--- src/rtl/command_word_assembler_if.sv ---
// command_word_assembler_if: command FIFO read port plus the command strobe/word
// bus that fans out to the per-field decoders.
interface command_word_assembler_if;
  logic        FifoEmpty;
  logic [7:0]  FifoData;
  logic        FifoRdEn;
  logic        CommandEn;
  logic [15:0] CommandWord;
  logic        TimeoutError;
  logic [15:0] CommandCount;
  modport master (
    output FifoEmpty, FifoData,
    input  FifoRdEn, CommandEn, CommandWord, TimeoutError, CommandCount
  );
  modport slave (
    input  FifoEmpty, FifoData,
    output FifoRdEn, CommandEn, CommandWord, TimeoutError, CommandCount
  );
endinterface

--- src/rtl/command_word_assembler.sv ---
// command_word_assembler: packs FIFO byte pairs (high byte first) into 16-bit
// command words, dropping a half word when the low byte is too late.
module command_word_assembler #(
  parameter logic [15:0] TIMEOUT_CYCLES = 16'd1000
) (
  input logic Clk,
  input logic reset,
  command_word_assembler_if.slave bus
);
  typedef enum logic [1:0] {IDLE, WAIT_HI, GET_LO, WAIT_LO} state_e;
  state_e      state_q, state_d;
  logic [7:0]  hi_q, hi_d;
  logic [15:0] timer_q, timer_d, word_q, word_d, cnt_q, cnt_d;
  logic        en_q, en_d, to_q, to_d, rd_en, expire;
  // A zero timeout never expires, so a half word may wait forever.
  assign expire = TIMEOUT_CYCLES != 16'd0 && timer_q == TIMEOUT_CYCLES - 16'd1;
  always_ff @(posedge Clk) state_q <= reset ? IDLE : state_d;
  always_comb begin
    state_d = state_q;
    case (state_q)
      IDLE:    state_d = bus.FifoEmpty ? IDLE : WAIT_HI;
      WAIT_HI: state_d = GET_LO;
      GET_LO:  state_d = !bus.FifoEmpty ? WAIT_LO : expire ? IDLE : GET_LO;
      default: state_d = IDLE;
    endcase
  end
  always_comb begin
    rd_en   = ~reset & ~bus.FifoEmpty & (state_q == IDLE | state_q == GET_LO);
    hi_d    = state_q == WAIT_HI ? bus.FifoData : hi_q;
    timer_d = state_q == WAIT_HI ? 16'd0 :
              (state_q == GET_LO && timer_q != 16'hFFFF) ? timer_q + 16'd1 : timer_q;
    en_d    = state_q == WAIT_LO;
    to_d    = state_q == GET_LO & bus.FifoEmpty & expire;
    word_d  = en_d ? {hi_q, bus.FifoData} : word_q;
    cnt_d   = cnt_q + {15'd0, en_d};
  end
  always_ff @(posedge Clk) begin
    if (reset) begin
      hi_q    <= 8'd0;
      timer_q <= 16'd0;
      word_q  <= 16'd0;
      cnt_q   <= 16'd0;
      en_q    <= 1'b0;
      to_q    <= 1'b0;
    end else begin
      hi_q    <= hi_d;
      timer_q <= timer_d;
      word_q  <= word_d;
      cnt_q   <= cnt_d;
      en_q    <= en_d;
      to_q    <= to_d;
    end
  end
  assign bus.FifoRdEn     = rd_en;
  assign bus.CommandEn    = en_q;
  assign bus.CommandWord  = word_q;
  assign bus.TimeoutError = to_q;
  assign bus.CommandCount = cnt_q;
endmodule

--- src/flat_wrapper.sv ---
// flat-port wrapper written by rule: the top's interface ports become plain ports
module command_word_assembler_flat 
#(
  parameter logic [15:0] TIMEOUT_CYCLES = 16'd1000
)
  (Clk, reset, bus_FifoEmpty, bus_FifoData, bus_FifoRdEn, bus_CommandEn, bus_CommandWord, bus_TimeoutError, bus_CommandCount);
  command_word_assembler_if bus_i ();
  input logic Clk;
  input logic reset;
  input wire logic [$bits(bus_i.FifoEmpty)-1:0] bus_FifoEmpty;
  input wire logic [$bits(bus_i.FifoData)-1:0] bus_FifoData;
  output wire logic [$bits(bus_i.FifoRdEn)-1:0] bus_FifoRdEn;
  output wire logic [$bits(bus_i.CommandEn)-1:0] bus_CommandEn;
  output wire logic [$bits(bus_i.CommandWord)-1:0] bus_CommandWord;
  output wire logic [$bits(bus_i.TimeoutError)-1:0] bus_TimeoutError;
  output wire logic [$bits(bus_i.CommandCount)-1:0] bus_CommandCount;
  assign bus_i.FifoEmpty = bus_FifoEmpty;
  assign bus_i.FifoData = bus_FifoData;
  assign bus_FifoRdEn = bus_i.FifoRdEn;
  assign bus_CommandEn = bus_i.CommandEn;
  assign bus_CommandWord = bus_i.CommandWord;
  assign bus_TimeoutError = bus_i.TimeoutError;
  assign bus_CommandCount = bus_i.CommandCount;
  command_word_assembler #(.TIMEOUT_CYCLES(TIMEOUT_CYCLES)) u_core (.Clk(Clk), .reset(reset), .bus(bus_i));
endmodule
--- config.mk ---
export PLATFORM = sky130hd
export DESIGN_NAME = command_word_assembler_flat
export DESIGN_NICKNAME = d
export VERILOG_FILES = /design/src/rtl/command_word_assembler_if.sv /design/src/rtl/command_word_assembler.sv /design/src/flat_wrapper.sv
export SDC_FILE = /design/constraint.sdc
export NUM_CORES = 1
export LEC_CHECK = 0
export BUFFER_PORTS_ARGS = -buffer_cell sky130_fd_sc_hd__buf_4
export CAP_MARGIN = 20
export CORE_UTILIZATION = 45
export DETAILED_ROUTE_END_ITERATION = 8
export HOLD_SLACK_MARGIN = 0.08
export PLACE_DENSITY = 0.66
export SLEW_MARGIN = 10
export SYNTH_ARGS = -nofsm -noshare
export SYNTH_HDL_FRONTEND = slang
export SYNTH_SLANG_ARGS = --single-unit
--- constraint.sdc ---
create_clock -name Clk -period 5.3 [get_ports Clk]
set_input_delay 0.265 -clock Clk [delete_from_list [all_inputs] [get_ports Clk]]
set_output_delay 0.265 -clock Clk [all_outputs]
set_load 0.02 [all_outputs]
==> flow_metrics.env <==
export IMPL_core_area_mm2=0.005540
export IMPL_grt_antenna_before_repair=0
export IMPL_slew_violations=0
export IMPL_via_per_inst=5.281
export IMPL_finalCritPeriodShare_pct=51.61
export IMPL_vdd_ir_drop_max_uv=168.5
export IMPL_yosys_cell_types_count=41
export IMPL_syn_inst=309
export IMPL_post_drt_wl_per_cell_um=13.38
export IMPL_hold_depth=2
export IMPL_post_cts_buffers=0
export IMPL_synthArstFlopShare_pct=0
export IMPL_start_util_pct=46.73
export IMPL_via_count=2234
export IMPL_period_needed_ps=2735
export IMPL_clk_latency_ps=340
export IMPL_syn_area_mm2=0.002589
export IMPL_reg2reg_from="u_core.state_q[1]"
export IMPL_multi_input_area_mm2=0.001299
export IMPL_n_antenna_cell=0
export IMPL_min_from="bus_FifoEmpty"
export IMPL_reg2reg_slack_ps=2560
export IMPL_reg2reg_depth=6
export IMPL_dr_pass1_iters=4
export IMPL_ys_ff_latch=60
export IMPL_numCtsBuffers=9
export IMPL_tightestPinTransition_ps=790.3
export IMPL_first_global_vias=2014
export IMPL_cts_tree="done"
export IMPL_p_leak_nw=1.214
export IMPL_io_pins=46
export IMPL_synth_nets=323
export IMPL_reg2reg_to="u_core.bus.CommandCount[14]"
export IMPL_die_w_um=77.85
export IMPL_ys_flop_type="dfxtp_1"
export IMPL_postRouteAntennaNets=0
export IMPL_syn_to_final_growth_pct=21.27
export IMPL_cts_clk_slew_worst_paths_ps=70
export IMPL_setup_tns_ps=0
export IMPL_worst_slack_ps=2565
export IMPL_relSlewSlack_pct=46.92
export IMPL_hold_end="u_core.state_q[0]"
export IMPL_row_count=27
export IMPL_cts_root_buffer="clkbuf_8"
export IMPL_pwr_density_cell_mw_per_mm2=291.4
export IMPL_worst_path_max_fanout=19
export IMPL_critPathCaptureType="register"
export IMPL_synth_edff_count=0
export IMPL_yosys_warnings=0
export IMPL_cts_sinks=60
export IMPL_grt_use_total_pct=20.28
export IMPL_dp_hpwl_um=3794
export IMPL_finalClockSkew_ps=11.53
export IMPL_finalSetupViolCount=0
export IMPL_grt_max_degree=56
export IMPL_htree_num_levels=3
export IMPL_synth_commonest_cells="dfxtp_1, nand2_1, a21oi_1, nor2_1, nand4_1"
export IMPL_drc=0
export IMPL_holdWs_ps=100.7
export IMPL_cts_hold_buf=0
export IMPL_post_place_ws_ps=2555
export IMPL_grt_setup_unrepaired="no"
export IMPL_status="complete, no violations"
export IMPL_synth_top_area_share_pct=46.40
export IMPL_fp_dieH_um=77.85
export IMPL_drv_cap=0
export IMPL_drtIter0Drc=171
export IMPL_startpoint_type="register"
export IMPL_grt_ovfl_total=0
export IMPL_die_area_mm2=0.006060
export IMPL_clk_path_buf_depth=2
export IMPL_worstSetupPathType="reg2reg"
export IMPL_gp_congestion=0.8032
export IMPL_drive_above_1_share_pct=18.80
export IMPL_yosysMostFrequentCell="dfxtp_1"
export IMPL_required_ps=5530
export IMPL_cp_arrival_ps=2960
export IMPL_yosysTopAreaCell="dfxtp_1"
export IMPL_max_freq_mhz=365.6
export IMPL_cts_resized_gates=0
export IMPL_seqCellArea_mm2=0.001201
export IMPL_finalHoldViolations=0
export IMPL_fillers=548
export IMPL_yosys_top_cells_area="dfxtp_1, nand2_1, a21oi_1, nand4_1, nor2_1"
export IMPL_synth_avg_cell_area_um2=8.378
export IMPL_grt_pass1_wl_um=9390
export IMPL_worstHoldPathType="in2reg"
export IMPL_routed_wl_um=5660
export IMPL_port_buffers=45
export IMPL_ys_seq_area_share_pct=46.40
export IMPL_nets=361
[report_power, final]
group | leakage [nW] | switching [mW] | internal, mW
Sequential | 0.484 | 0.00570 | 0.457
Combinational | 0.625 | 0.0247 | 0.0143
Clock | 0.105 | 0.174 | 0.239
[logic make-up after synthesis]
group / count (synthesis) / synth area share [%]
buffers and inverters: 21 / 3.431
and+or+nand+nor: 159 / 32.48
xor gates and xnor gates: 12 / 4.060
DFF: 60 / 46.40
AOI/OAI and AO/OA: 50 / 10.54
adders and majority gates: 3 / 1.450
muxes: 4 / 1.643
[metal layers]
layer / global-route usage, % / vias up / wire length, um
li1: - / 1158 / -
met1: 26.30 / 1017 / 2730
met2: 31.06 / 48 / 2517
met3: 4.471 / 11 / 296
met4: 11.32 / 0 / 116
met5: 0 / - / 0
[registers in the layout, summed over array words and instances (netlist names)]
name	flops
u_core.bus.CommandCount	16
u_core.bus.CommandWord	16
u_core.timer_q	16
u_core.hi_q	8
u_core.state_q	2
u_core.bus.CommandEn	1
u_core.bus.TimeoutError	1
[area by class of cell]
class,count,share of cell area [%]
multi-input cells,228,41.37
repair buffers,45,10.76
clock inverters,4,1.554
flip-flops and latches,60,38.26
clock buffers,11,4.823
well taps,72,2.870
inverters,3,0.3587
[critical path: stages, from the launching register on]
cell	delay (ps)
dfxtp_1	420
nand2_1	480
clkinv_1	590
ha_1	420
ha_1	290
nand4_1	110
mux2_2	330
[worst max-delay path by stage]
stage               slack [ps]               from  depth (start not counted)                          end
global route              2320  u_core.state_q[1]                          6  u_core.bus.CommandCount[14]
floorplan                 3110  u_core.state_q[1]                          9  u_core.bus.CommandCount[14]
detailed placement        2550  u_core.state_q[1]                          6  u_core.bus.CommandCount[14]
finish                    2560  u_core.state_q[1]                          6  u_core.bus.CommandCount[14]
CTS                       2530  u_core.state_q[1]                          6  u_core.bus.CommandCount[14]
global placement          2580  u_core.state_q[1]                          6  u_core.bus.CommandCount[14]
[layout by cell type, fill, tap and decap left out, types with 2 or more instances in the layout]
cell type | synthesis | layout
nand3_1 | 12 | 12
xor2_1 | 9 | 9
and4b_1 | 2 | 2
a21oi_1 | 35 | 35
and2_1 | 2 | 2
or3_1 | 7 | 7
and3_1 | 2 | 2
nand2_1 | 59 | 59
nor2_1 | 25 | 25
buf_4 | 2 | 45
nor2b_1 | 7 | 7
nor3_1 | 7 | 7
mux2_2 | 2 | 2
nand2b_1 | 2 | 2
clkinv_2 | 0 | 2
clkbuf_8 | 0 | 11
mux2i_1 | 2 | 2
o31ai_1 | 3 | 3
o21ai_0 | 6 | 6
xnor2_1 | 3 | 3
ha_1 | 3 | 3
dfxtp_1 | 60 | 60
inv_1 | 2 | 2
a31oi_1 | 2 | 2
nor4_1 | 4 | 4
nand4_1 | 15 | 15
and4_1 | 3 | 3
or4_1 | 5 | 5
[through the flow]
stage | cells | util [%] | instance area, um2 | power [mW]
after floorplan | 309 | - | 2589 | 0.4973
after global routing | 423 | 56.66 | 3139 | 0.9504
after CTS | 423 | 56.66 | 3139 | 0.9244
final | 423 | 56.66 | 3139 | 0.9147
after global placement | 408 | 53.05 | 2939 | 0.5112
after detailed placement | 408 | 53.05 | 2939 | 0.5116
(Power assumes the default switching activity.)
